### config.mk
export PLATFORM = sky130hd
export DESIGN_NAME = tx_rec_sched_flat
export DESIGN_NICKNAME = d
export VERILOG_FILES = /design/src/rtl/tx_pkg.sv /design/src/rtl/tx_rec_sched_if.sv /design/src/rtl/rr_arb2.sv /design/src/rtl/tx_rec_sched.sv /design/src/flat_wrapper.sv
export SDC_FILE = /design/constraint.sdc
export NUM_CORES = 1
export LEC_CHECK = 0
export CORE_MARGIN = 10
export CORE_UTILIZATION = 49
export DETAILED_ROUTE_END_ITERATION = 10
export PLACE_DENSITY = 0.8
export SYNTH_ARGS = -nofsm -noshare
export SYNTH_HDL_FRONTEND = slang
export SYNTH_SLANG_ARGS = --single-unit
### constraint.sdc
create_clock -name clk -period 2.9 [get_ports clk]
set_input_delay 0.58 -clock clk [delete_from_list [all_inputs] [get_ports clk]]
set_output_delay 0.58 -clock clk [all_outputs]
set_load 0.02 [all_outputs]
### src/rtl/tx_pkg.sv
// Shared types and constants for the record scheduler.
package tx_pkg;

  typedef enum logic [2:0] {
    S_IDLE,
    S_LATCH,
    S_START,
    S_WAIT,
    S_ACK,
    S_ERR
  } state_t;

  localparam logic [7:0] CR = 8'h0D;
  localparam logic [7:0] LF = 8'h0A;

  typedef logic req_idx_t;

  function automatic logic [1:0] idx_onehot(req_idx_t i);
    return i ? 2'b10 : 2'b01;
  endfunction

endpackage

### src/rtl/tx_rec_sched_if.sv
// Requester and transmitter signals of the record scheduler.
interface tx_rec_sched_if #(
  parameter int MAX_BYTES = 4
);
  localparam int LEN_W = $clog2(MAX_BYTES + 1);

  logic [1:0]             req;
  logic [8*MAX_BYTES-1:0] rec_data0;
  logic [8*MAX_BYTES-1:0] rec_data1;
  logic [LEN_W-1:0]       rec_len0;
  logic [LEN_W-1:0]       rec_len1;
  logic [1:0]             rec_bcd;
  logic [1:0]             rec_crlf;
  logic [1:0]             ack;
  logic [1:0]             err;
  logic                   tx_en;
  logic                   tx_start;
  logic                   tx_BCD;
  logic                   tx_CRLF;
  logic [7:0]             in_data;
  logic                   tx_done;
  logic                   busy;

  // Scheduler side
  modport slave (
    input  req, rec_data0, rec_data1, rec_len0, rec_len1, rec_bcd, rec_crlf, tx_done,
    output ack, err, tx_en, tx_start, tx_BCD, tx_CRLF, in_data, busy
  );

  // Requesters plus transmitter side
  modport master (
    output req, rec_data0, rec_data1, rec_len0, rec_len1, rec_bcd, rec_crlf, tx_done,
    input  ack, err, tx_en, tx_start, tx_BCD, tx_CRLF, in_data, busy
  );

endinterface

### src/rtl/rr_arb2.sv
// Two-way round-robin arbiter; rr_ptr only matters when both request.
module rr_arb2
  import tx_pkg::*;
(
  input  logic [1:0] req_i,
  input  req_idx_t   rr_ptr_i,
  output logic [1:0] grant_o,
  output req_idx_t   winner_o
);

  // Pick the winner and derive its one-hot grant
  always_comb begin
    winner_o = 1'b0;
    case (req_i)
      2'b10:   winner_o = 1'b1;
      2'b11:   winner_o = rr_ptr_i;
      default: winner_o = 1'b0;
    endcase
    grant_o = (req_i == 2'b00) ? 2'b00 : idx_onehot(winner_o);
  end

endmodule

### src/rtl/tx_rec_sched.sv
// Record scheduler: arbitrates two requesters onto the 8-bit transmitter
// and sends one record byte-by-byte with optional CR/LF and a watchdog.
//
// state   | meaning
// IDLE    | bus free, waiting for a request
// LATCH   | capture winner's record, bus enabled
// START   | one-cycle tx_start strobe
// WAIT    | waiting for tx_done, watchdog running
// ACK     | record complete, ack pulse
// ERR     | watchdog expired, err pulse
module tx_rec_sched
  import tx_pkg::*;
#(
  parameter int MAX_BYTES = 4,
  parameter int TIMEOUT   = 4096
) (
  input logic           clk,
  input logic           rst,
  tx_rec_sched_if.slave bus
);

  localparam int LEN_W  = $clog2(MAX_BYTES + 1);
  localparam int IDX_W  = $clog2(MAX_BYTES);
  localparam int WD_W   = $clog2(TIMEOUT);
  localparam int DATA_W = 8 * MAX_BYTES;

  state_t             state_q;
  req_idx_t           rr_ptr_q, win_q;
  logic [DATA_W-1:0]  data_q;
  logic [LEN_W-1:0]   len_q;
  logic               bcd_q, crlf_q, crlf_ph_q;
  logic [IDX_W-1:0]   idx_q;
  logic [WD_W-1:0]    wd_q;
  logic [1:0]         ack_q, err_q;
  logic               tx_en_q, tx_start_q, tx_bcd_q, tx_crlf_q, busy_q;
  logic [7:0]         in_data_q;

  logic [1:0]         grant;
  req_idx_t           winner;
  logic [DATA_W-1:0]  sel_data;
  logic [LEN_W-1:0]   sel_len;
  logic               sel_bcd, sel_crlf;
  logic [IDX_W-1:0]   idx_d;
  logic [7:0]         next_byte;
  logic               more_bytes, wd_max;

  rr_arb2 u_arb (
    .req_i    (bus.req),
    .rr_ptr_i (rr_ptr_q),
    .grant_o  (grant),
    .winner_o (winner)
  );

  // Winner's live inputs; only sampled during LATCH
  assign sel_data = win_q ? bus.rec_data1 : bus.rec_data0;
  assign sel_len  = win_q ? bus.rec_len1  : bus.rec_len0;
  assign sel_bcd  = bus.rec_bcd[win_q];
  assign sel_crlf = bus.rec_crlf[win_q];

  assign idx_d      = idx_q + IDX_W'(1);
  assign next_byte  = data_q[{idx_d, 3'b000} +: 8];
  assign more_bytes = (LEN_W'(idx_q) + LEN_W'(1)) < len_q;
  assign wd_max     = (wd_q == WD_W'(TIMEOUT - 1));

  // Scheduler FSM with registered outputs for the state being entered
  always_ff @(posedge clk) begin
    if (rst) begin
      state_q    <= S_IDLE;
      rr_ptr_q   <= 1'b0;
      win_q      <= 1'b0;
      data_q     <= '0;
      len_q      <= '0;
      bcd_q      <= 1'b0;
      crlf_q     <= 1'b0;
      crlf_ph_q  <= 1'b0;
      idx_q      <= '0;
      wd_q       <= '0;
      ack_q      <= 2'b00;
      err_q      <= 2'b00;
      tx_en_q    <= 1'b0;
      tx_start_q <= 1'b0;
      tx_bcd_q   <= 1'b0;
      tx_crlf_q  <= 1'b0;
      in_data_q  <= 8'h00;
      busy_q     <= 1'b0;
    end else begin
      tx_start_q <= 1'b0;
      ack_q      <= 2'b00;
      err_q      <= 2'b00;
      if (!wd_max) wd_q <= wd_q + WD_W'(1);

      case (state_q)
        S_IDLE: begin
          if (|grant) begin
            win_q   <= winner;
            idx_q   <= '0;
            tx_en_q <= 1'b1;
            busy_q  <= 1'b1;
            state_q <= S_LATCH;
          end
        end
        S_LATCH: begin
          data_q <= sel_data;
          len_q  <= sel_len;
          bcd_q  <= sel_bcd;
          crlf_q <= sel_crlf;
          if (sel_len == '0 && !sel_crlf) begin
            ack_q   <= idx_onehot(win_q);
            tx_en_q <= 1'b0;
            state_q <= S_ACK;
          end else begin
            crlf_ph_q  <= (sel_len == '0);
            in_data_q  <= (sel_len == '0) ? 8'h00 : sel_data[7:0];
            tx_bcd_q   <= (sel_len == '0) ? 1'b0 : sel_bcd;
            tx_crlf_q  <= (sel_len == '0);
            tx_start_q <= 1'b1;
            wd_q       <= '0;
            state_q    <= S_START;
          end
        end
        S_START: state_q <= S_WAIT;
        S_WAIT: begin
          if (bus.tx_done) begin
            if (!crlf_ph_q && more_bytes) begin
              idx_q      <= idx_d;
              in_data_q  <= next_byte;
              tx_bcd_q   <= bcd_q;
              tx_crlf_q  <= 1'b0;
              tx_start_q <= 1'b1;
              wd_q       <= '0;
              state_q    <= S_START;
            end else if (!crlf_ph_q && crlf_q) begin
              crlf_ph_q  <= 1'b1;
              in_data_q  <= 8'h00;
              tx_bcd_q   <= 1'b0;
              tx_crlf_q  <= 1'b1;
              tx_start_q <= 1'b1;
              wd_q       <= '0;
              state_q    <= S_START;
            end else begin
              ack_q   <= idx_onehot(win_q);
              tx_en_q <= 1'b0;
              state_q <= S_ACK;
            end
          end else if (wd_max) begin
            err_q   <= idx_onehot(win_q);
            tx_en_q <= 1'b0;
            state_q <= S_ERR;
          end
        end
        S_ACK, S_ERR: begin
          rr_ptr_q <= ~win_q;
          tx_en_q  <= 1'b0;
          busy_q   <= 1'b0;
          state_q  <= S_IDLE;
        end
        default: state_q <= S_IDLE;
      endcase
    end
  end

  assign bus.ack      = ack_q;
  assign bus.err      = err_q;
  assign bus.tx_en    = tx_en_q;
  assign bus.tx_start = tx_start_q;
  assign bus.tx_BCD   = tx_bcd_q;
  assign bus.tx_CRLF  = tx_crlf_q;
  assign bus.in_data  = in_data_q;
  assign bus.busy     = busy_q;

endmodule

### src/flat_wrapper.sv
// flat-port wrapper written by rule: the top's interface ports become plain ports
module tx_rec_sched_flat import tx_pkg::*;
#(
  parameter int MAX_BYTES = 4,
  parameter int TIMEOUT   = 4096
)
  (clk, rst, bus_req, bus_rec_data0, bus_rec_data1, bus_rec_len0, bus_rec_len1, bus_rec_bcd, bus_rec_crlf, bus_tx_done, bus_ack, bus_err, bus_tx_en, bus_tx_start, bus_tx_BCD, bus_tx_CRLF, bus_in_data, bus_busy);
  tx_rec_sched_if #(.MAX_BYTES(MAX_BYTES)) bus_i ();
  input logic clk;
  input logic rst;
  input wire logic [$bits(bus_i.req)-1:0] bus_req;
  input wire logic [$bits(bus_i.rec_data0)-1:0] bus_rec_data0;
  input wire logic [$bits(bus_i.rec_data1)-1:0] bus_rec_data1;
  input wire logic [$bits(bus_i.rec_len0)-1:0] bus_rec_len0;
  input wire logic [$bits(bus_i.rec_len1)-1:0] bus_rec_len1;
  input wire logic [$bits(bus_i.rec_bcd)-1:0] bus_rec_bcd;
  input wire logic [$bits(bus_i.rec_crlf)-1:0] bus_rec_crlf;
  input wire logic [$bits(bus_i.tx_done)-1:0] bus_tx_done;
  output wire logic [$bits(bus_i.ack)-1:0] bus_ack;
  output wire logic [$bits(bus_i.err)-1:0] bus_err;
  output wire logic [$bits(bus_i.tx_en)-1:0] bus_tx_en;
  output wire logic [$bits(bus_i.tx_start)-1:0] bus_tx_start;
  output wire logic [$bits(bus_i.tx_BCD)-1:0] bus_tx_BCD;
  output wire logic [$bits(bus_i.tx_CRLF)-1:0] bus_tx_CRLF;
  output wire logic [$bits(bus_i.in_data)-1:0] bus_in_data;
  output wire logic [$bits(bus_i.busy)-1:0] bus_busy;
  assign bus_i.req = bus_req;
  assign bus_i.rec_data0 = bus_rec_data0;
  assign bus_i.rec_data1 = bus_rec_data1;
  assign bus_i.rec_len0 = bus_rec_len0;
  assign bus_i.rec_len1 = bus_rec_len1;
  assign bus_i.rec_bcd = bus_rec_bcd;
  assign bus_i.rec_crlf = bus_rec_crlf;
  assign bus_i.tx_done = bus_tx_done;
  assign bus_ack = bus_i.ack;
  assign bus_err = bus_i.err;
  assign bus_tx_en = bus_i.tx_en;
  assign bus_tx_start = bus_i.tx_start;
  assign bus_tx_BCD = bus_i.tx_BCD;
  assign bus_tx_CRLF = bus_i.tx_CRLF;
  assign bus_in_data = bus_i.in_data;
  assign bus_busy = bus_i.busy;
  tx_rec_sched #(.MAX_BYTES(MAX_BYTES), .TIMEOUT(TIMEOUT)) u_core (.clk(clk), .rst(rst), .bus(bus_i));
endmodule
==> results of run 1 <==
-- metal layers --
metal  share of wire (%)  wire (um)  global-route usage [%]
met1                  43       4430                    21.9
met2                  49       5070                    29.8
met3                 6.1        621                    4.19
met4                 1.2        124                    5.82
met5                   0          0                       0
-- final cells by class --
type	count	area [sq um]	area share [%]
flip-flops and latches	74	1480	29.8
repair buffers	105	1020	20.5
inverters	16	60.1	1.21
clock inverters	4	98.8	1.98
clock buffers	12	145	2.91
multi-input cells	310	2050	41.2
well taps	99	124	2.49
-- metrics by stage --
step / util [%] / hold WS, ns / setup WS [ns]
after floorplan: - / 0.446 / 0.785
after global placement: 64.6 / 0.460 / 0.315
after detailed placement: 64.6 / 0.469 / 0.219
after CTS: 68.0 / 0.481 / 0.298
after global routing: 68.0 / 0.509 / 0.0313
final: 68.0 / 0.478 / 0.276
-- cells in the final DEF, fill, tap and decap left out, types with 2 or more instances in the layout --
cell             count
a211oi_1            39
a21oi_1             33
a31oi_1              5
a32oi_1             10
and2_1               3
buf_4               10
bufinv_16            3
clkbuf_1             2
clkbuf_8            10
clkdlybuf4s50_1     94
dfxtp_1             73
ha_1                 4
inv_1               16
mux2i_1             30
mux4_2               8
nand2_1             24
nand2b_1             2
nand3_1              4
nand4_1             12
nor2_1              58
nor2b_1             13
nor3_1               8
nor3b_1              2
o211ai_1             4
o21a_1               2
o21ai_0             25
or3_1                2
xor2_1               4
-- state kept, by name, summed over array words and instances (netlist names), 2 cells and up --
| register | count |
|---|---|
| u_core.bus.ack | 2 |
| u_core.bus.err | 2 |
| u_core.bus.in_data | 8 |
| u_core.data_q | 32 |
| u_core.idx_q | 2 |
| u_core.len_q | 3 |
| u_core.state_q | 3 |
| u_core.wd_q | 12 |
-- power by group through the flow --
stage | clock network, mW | logic (mW) | registers, mW
final | 0.976 | 0.675 | 1.20
after floorplan | 0 | 0.412 | 1.22
after detailed placement | 0 | 0.667 | 1.22
after global routing | 1.04 | 0.747 | 1.21
after global placement | 0 | 0.650 | 1.22
after CTS | 0.983 | 0.674 | 1.20
-- critical path, stage by stage (launching register included) --
cell and delay [ns]:
dfxtp_1 0.32, ha_1 0.20, ha_1 0.31, a21oi_1 0.24, o21ai_0 0.19, o2bb2ai_1 0.31, o21ai_1 0.76, o21ai_0 0.15
-- worst min-delay path by stage --
stage	startpoint	to	cells past startpoint
after detailed placement	u_core.rr_ptr_q	u_core.rr_ptr_q	2
final	u_core.rr_ptr_q	u_core.rr_ptr_q	2
after global routing	u_core.bus.in_data[2]	u_core.bus.in_data[2]	2
after floorplan	u_core.rr_ptr_q	u_core.rr_ptr_q	2
after CTS	u_core.bus.in_data[5]	u_core.bus.in_data[5]	2
after global placement	u_core.rr_ptr_q	u_core.rr_ptr_q	2
-- kinds of logic (layout without fill, tap and decap cells) --
| logic type | Yosys count | after routing | share of synthesized area, % |
|---|---|---|---|
| compound gates | 123 | 123 | 20.9 |
| xor+xnor | 5 | 5 | 1.17 |
| fa+ha+maj | 4 | 4 | 1.34 |
| buf+inv | 52 | 137 | 5.85 |
| flops | 74 | 74 | 39.5 |
| mux | 38 | 38 | 12.8 |
| simple gates | 140 | 140 | 18.4 |
==> impl_metrics.toml, run 1 <==
[routing]
drtIter0Drc = 204
num_vias = 3527
firstDrtPassIters = 4
route.detailed.drc = 0
final_antenna_net_count = 0
routed_wl_mm = 10.3
routedWlPerCell_um = 16.5
viasPerCell = 5.69

[setup_path]
cp-startpoint = "u_core.idx_q[0]"
path_max_fanout = 13
r2r_cells = 7
crit_type = "reg2reg"
cp_data_required_time_ns = 3.10
timing.rr.start = "u_core.idx_q[0]"
r2r_slack_ns = 0.28
crit_arrival_ns = 2.83
crit_end = "u_core.bus.tx_CRLF"
worst_setup_path_end_kind = "register"
rr_endpoint = "u_core.bus.tx_CRLF"
startpoint_type = "register"

[pwr]
power_mw = 2.85
power.switching_mw = 0.803
p_leak_nw = 1.73
pwr-share-comb_pct = 23.7
pwr-share-clk_pct = 34.2
pwr-share-seq_pct = 42.1
vdd_ir_drop_max_mv = 0.288
powerDensity_mw_per_mm2 = 572
p_int_mw = 2.05
sw_frac_of_total_pct = 28.2

[yosys]
yosysTopAreaCellShare_pct = 39.5
synth_area_leaders = "dfxtp_1 40%, mux2i_1 8.0%, a211oi_1 7.8%, nor2_1 5.8%, mux4_2 4.8%"
yosysSeqAreaShare_pct = 39.5
yosys.area.top_type = "dfxtp_1"
ys.flop_type = "dfxtp_1"
synth-seq-cells = 74
synth_edf_count = 0
syn_nets = 519
synthMostInstantiatedCell = "dfxtp_1"
ys_warn_count = 0
async_reset_ff_share_pct = 0
netlist_instances = 436
yosys-top-cells-count = "74 x dfxtp_1, 58 x nor2_1, 39 x a211oi_1"
syn_area_sq_mm = 0.00375
netlist-cell-type-count = 45
avgSynthCellArea_sq_um = 8.59

[sta]
finalHoldViolations = 0
fin_crit_ns = 2.62
slew_headroom_pct = 40.5
rsz0062_at_grt = "no"
fin_crit_sh_pct = 90.5
worst_slew_pin_slew_ns = 0.887
finalClockSkew_ns = 0.00328
setup_tns_ns = 0
setup_violations = 0
fmax_ghz = 0.381
slew_viol_final = 0

[place]
io_buffers = 95
post-place-cells = 604
gp_congestion = 0.851
placed_area_sq_mm = 0.00474
hpwl_mm = 7.51

[cells_and_area]
fill_cells = 569
area_growth_syn_to_layout_pct = 33.0
fin_area_sq_mm = 0.00498
fin_cells = 620
final_layout_size_suffix_gt1_share_pct = 7.29
nNetsFinal = 599
num_antenna_cells = 0

[global_routing]
grt_pass1_wl_mm = 16.6
grt_max_degree = 75
grt_antenna_before_repair = 0
grt_overflow = 0
groute.usage.overall_pct = 17.8
grt_pass1_vias = 3419

[floorplanning]
dieWidth_um = 107
dieArea_sq_mm = 0.0115
die_h_um = 107
rows = 31
num_io_pins = 96
core_sq_mm = 0.00733
start_util_pct = 51.1

[cts]
clockRootBuffer = "clkbuf_8"
post_cts_buffers = 0
clk_latency_ns = 0.35
ctsHtreeMaxLevel = 3
path_clk_slew_ns = 0.07
cts_hold_buf = 0
cts_tree = "done"
cts_buffer_depth = 2
clkSinkCount = 74
cts_buffers = 9
ctsResizeCount = 0

[min_path]
hold_class = "reg2reg"

[outcome]
outcome = "completed"

[run]
cap_viol_max_count = 0
Note: power is estimated with default switching activity, not from simulation.
==> run 2, diff against run 1 <==
CORE_MARGIN = 4   (was 10)
==> run 2 against run 1 <==
Effect of this change: via count about the same; register-to-register slack worse by 0.02 ns; non-clock buffer count up 1; clock skew up 0.0048 ns; die area down 21%; critical path type unchanged; critical endpoint unchanged; global-route usage up 3.1 points; highest routed layer unchanged; sequential power about the same; worst setup slack worse by 0.015 ns; worst hold slack better by 0.012 ns.
==> impl_metrics.toml, run 2 (synthesized netlist as in run 1, its figures left out) <==
[floorplanning]
num_io_pins = 96
dieWidth_um = 95.4
rows = 31
core_sq_mm = 0.00733
die_h_um = 95.4
start_util_pct = 51.1
dieArea_sq_mm = 0.00911

[pwr]
pwr-share-clk_pct = 26.7
sw_frac_of_total_pct = 30.9
pwr-share-comb_pct = 26.4
powerDensity_mw_per_mm2 = 519
p_int_mw = 1.76
power.switching_mw = 0.787
power_mw = 2.55
vdd_ir_drop_max_mv = 0.264
pwr-share-seq_pct = 47.0
p_leak_nw = 1.70

[cells_and_area]
final_layout_size_suffix_gt1_share_pct = 7.47
nNetsFinal = 600
largest_reg_flops = 32
multi_input_area_sq_mm = 0.00205
fill_cells = 575
area_growth_syn_to_layout_pct = 31.0
final_cell_mix = "94 x clkdlybuf4s50_1, 73 x dfxtp_1, 58 x nor2_1, 39 x a211oi_1, 33 x a21oi_1"
regArea_sq_mm = 0.00148
num_antenna_cells = 0
largest_register = "u_core.data_q"
final_common_cell = "clkdlybuf4s50_1"

[cts]
ctsResizeCount = 0
cts_buffers = 9
ctsHtreeMaxLevel = 3
post_cts_buffers = 0
cts_buffer_depth = 2
clkSinkCount = 74
cts_tree = "done"
clk_latency_ns = 0.35
clockRootBuffer = "clkbuf_8"
cts_hold_buf = 0
path_clk_slew_ns = 0.08

[sta]
worst_slew_pin_slew_ns = 0.886
setup_tns_ns = 0
finalHoldViolations = 0
fin_crit_sh_pct = 91.0
fin_crit_ns = 2.64
fmax_ghz = 0.379
setup_violations = 0
slew_headroom_pct = 40.6
setup_slack_ns = 0.261
finalClockSkew_ns = 0.00807
rsz0062_at_grt = "no"
slew_viol_final = 0

[outcome]
outcome = "completed"

[place]
dp_slack_ns = 0.195
io_buffers = 95
hpwl_mm = 6.97
gp_congestion = 0.892

[global_routing]
grt_antenna_before_repair = 0
groute.usage.overall_pct = 20.9
grt_pass1_wl_mm = 14.8
grt_overflow = 0
grt_pass1_vias = 3242
grt_max_degree = 75

[routing]
num_vias = 3528
final_antenna_net_count = 0
drtIter0Drc = 171
firstDrtPassIters = 6
routed_wl_mm = 9.24
routedWlPerCell_um = 14.9
route.detailed.drc = 0
viasPerCell = 5.68

[min_path]
hold_class = "reg2reg"

[setup_path]
crit_type = "reg2reg"
startpoint_type = "register"
cp_data_required_time_ns = 3.10
worst_setup_path_end_kind = "register"
path_max_fanout = 13
crit_arrival_ns = 2.84

[run]
cap_viol_max_count = 0
-- run 2: path summary, 6_finish.rpt --
kind / start / to / slack, ns / cells after the start
max: u_core.idx_q[0] / u_core.bus.tx_CRLF / 0.26 / 7
min: u_core.bus.busy / u_core.bus.busy / 0.49 / 2
max reg2reg: u_core.idx_q[0] / u_core.bus.tx_CRLF / 0.26 / 7
min reg2reg: u_core.bus.busy / u_core.bus.busy / 0.49 / 2
-- run 2: layer usage --
layer  vias up  wire length [um]  global-route usage, %  share of wire [%]
met4         0               249                   9.72                2.7
met2       124              4360                   33.8                 47
met5         -                 0                      0                  0
met1      1618              4070                   26.9                 44
met3        24               559                   4.03                6.1
li1       1762                 -                      -                  -
-- run 2: cell type report --
class                      instances  area share [%]
clock buffer                      11            2.68
multi-input combinational        310            41.8
sequential                        74            30.2
timing repair buffer             106            21.0
clock inverter                     5           0.637
inverter                          16            1.22
tap                               99            2.52
-- run 2: power groups by stage --
stage	Clock, mW	Sequential (mW)	Combinational (mW)
after floorplan	0	1.22	0.412
after global placement	0	1.21	0.652
after detailed placement	0	1.22	0.669
after CTS	0.688	1.20	0.672
after global routing	0.742	1.21	0.740
final	0.679	1.20	0.671
-- run 2: stage by stage --
step	util (%)	cell area, sq um	hold slack [ns]	std cells
after CTS	67.0	4910	0.487	621
after floorplan	-	3750	0.446	436
after detailed placement	64.7	4750	0.476	605
after global routing	67.0	4910	0.500	621
after global placement	64.7	4750	0.460	605
final	67.0	4910	0.490	621
-- run 2: critical path, stage by stage, from the launching register on --
cell       delay [ns]
dfxtp_1          0.32
ha_1             0.21
ha_1             0.32
a21oi_1          0.23
o21ai_0          0.21
o2bb2ai_1        0.31
o21ai_1          0.76
o21ai_0          0.16
==> run 3, diff against run 2 <==
GPL_ROUTABILITY_DRIVEN = 1   (was default)
==> results of run 3 <==
Same layout as run 2: the final DEF is identical, and so are final timing and power.
==> patch (config.mk and constraints of run 3) <==
`MAX_BYTES` is set to 4 in 3 places; all go to 2.
--- a/src/rtl/tx_rec_sched_if.sv
+++ b/src/rtl/tx_rec_sched_if.sv
@@ -1,5 +1,5 @@
 // Requester and transmitter signals of the record scheduler.
 interface tx_rec_sched_if #(
-  parameter int MAX_BYTES = 4
+  parameter int MAX_BYTES = 2
 );
   localparam int LEN_W = $clog2(MAX_BYTES + 1);
--- a/src/rtl/tx_rec_sched.sv
+++ b/src/rtl/tx_rec_sched.sv
@@ -12,5 +12,5 @@
   import tx_pkg::*;
 #(
-  parameter int MAX_BYTES = 4,
+  parameter int MAX_BYTES = 2,
   parameter int TIMEOUT   = 4096
 ) (
--- a/src/flat_wrapper.sv
+++ b/src/flat_wrapper.sv
@@ -2,5 +2,5 @@
 module tx_rec_sched_flat import tx_pkg::*;
 #(
-  parameter int MAX_BYTES = 4,
+  parameter int MAX_BYTES = 2,
   parameter int TIMEOUT   = 4096
 )
Ports: changed (resized bus_rec_data0, bus_rec_data1, bus_rec_len0 and bus_rec_len1); port bits go from 96 to 62. No check against the original RTL was run, so the function may have changed too.
==> patch against run 3 <==
Via count is 33% lower; total power fell by 29%; sequential cell count fell by 18; worst setup slack better by 400 ps; routed wire length is 35% lower; area after synthesis down 30%; clock power fell by 40%; hold slack gained 3.1 ps; clock skew is 1.5 ps higher; largest power group unchanged; combinational power shrank 26%; cell area is 31% lower; fmax increased by 18%; critical endpoint is now u_core.idx_q; largest cell class unchanged.
==> patch: results (changes against run 3) <==
- Met2 Resource Use GR: 32.7% (-1.2 points)
- Synth Area in Compound Gates: 19.8% (-1.1 points)
- H-tree levels: 2 (-1)
- Synth top area cells: dfxtp_1 (42%), mux2i_1 (12%), a211oi_1 (6.3%), nor2_1 (6.1%), nor3_1 (5.5%)
- Largest net degree at the start of global routing: 41 (-45%)
- Max reg flops: 16 (-50%)
- Met3 Use GR: 4.32% (+0.30 points)
- Metal3 WL: 276 um (-51%)
- Worst skew pair latency: 310 ps (-40 ps)
- Clock-pin slew on the worst setup and hold paths: 100 ps (+20 ps)
- CP Max Fanout: 14 (+1)
- DRT Pass-1 Iters: 4 (-2)
- Post-Synth Adder-Cell Area: 0.948% (-0.39 points)
- Switching Share: 30.7% (-0.20 points)
- Layout Skew: 9.58 ps (+1.52 ps)
- IO Port Bufs: 61 (-36%)
- Syn_nets: 349 (-33%)
- GRT Overall Usage: 19.2% (-1.7 points)
- Post-synthesis xor/xnor area fraction: 1.66% (+0.49 points)
- Leak Pwr: 1.18 nW (-30%)
- Fillers: 440 (-23%)
- M1 GR Usage: 23.6% (-3.3 points)
- DR vias: 2368 (-33%)
- Status: finished clean
- VDD IR max: 0.000301 V (+14%)
- Wire per inst: 14.1 um (-5.3%)
- Met1 WL: 2.65 mm (-35%)
- Root Driver: clkbuf_8
- Nets: 403 (-33%)
- Num CTS Buffers: 5 (-4)
- Worst hold path depth: 2 (unchanged)
- Sequential fraction of the synthesis area: 42.5% (+2.9 points)
- Vias in the first global route: 2237 (-31%)
- Top cells by count, synth: dfxtp_1 (56), nor2_1 (43), mux2i_1 (31)
- Slew margin rel.: 62.0% (+21 points)
- HPWL after DPL: 4.41 mm (-37%)
- Hold_buf cts: 0 (unchanged)
- Share of layout cells above drive strength 1: 5.90% (-1.6 points)
- Mux cell area share after synthesis: 11.8% (-1.1 points)
- Arrival time at the worst endpoint: 2430 ps (-410 ps)
-- patch: final timing paths --
| check | start | end | slack [ps] |
|---|---|---|---|
| max | u_core.state_q[1] | u_core.idx_q | 660 |
| min | u_core.bus.tx_CRLF | u_core.bus.tx_CRLF | 490 |
| max reg2reg | u_core.state_q[1] | u_core.idx_q | 660 |
| min reg2reg | u_core.bus.tx_CRLF | u_core.bus.tx_CRLF | 490 |
-- patch: kinds of logic after synthesis --
family | Yosys count
AO/OA/AOI/OAI | 76
XOR/XNOR | 5
adder cells (fa/ha/maj) | 2
buffers and inverters | 31
flip-flops | 56
multiplexers | 31
AND/OR/NAND/NOR | 101
-- patch: layout make-up --
cell class / instances / area (um^2) / share of cell area [%]
Clock buffer: 6 / 72.6 / 2.14
Clock inverter: 1 / 5.00 / 0.147
Inverter: 9 / 33.8 / 0.995
Multi-Input combinational cell: 215 / 1390 / 41.0
Sequential cell: 56 / 1120 / 33.0
Tap cell: 70 / 87.6 / 2.58
Timing Repair Buffer: 69 / 683 / 20.1
-- patch: power groups by stage --
stage	sequential, mW	combinational [mW]	clock [mW]
3_3_place_gp	0.926	0.484	0
2_1_floorplan	0.935	0.298	0
6_report	0.910	0.497	0.405
4_1_cts	0.910	0.502	0.415
5_1_grt	0.921	0.548	0.447
3_5_place_dp	0.927	0.500	0
-- patch: worst max-delay path: stages, from the launching register on --
cell and delay [ps]:
dfxtp_1 630, nand3b_1 250, or4_1 690, a211o_1 370, a21oi_1 140, nor2_1 50
-- patch: metrics by stage --
stage                     instance area (um^2)  cells  setup slack (ps)
after detailed placement                  3320    419               528
after CTS                                 3390    426               661
after global routing                      3390    426               483
after floorplan                           2640    302              1080
after global placement                    3320    419               613
final                                     3390    426               663
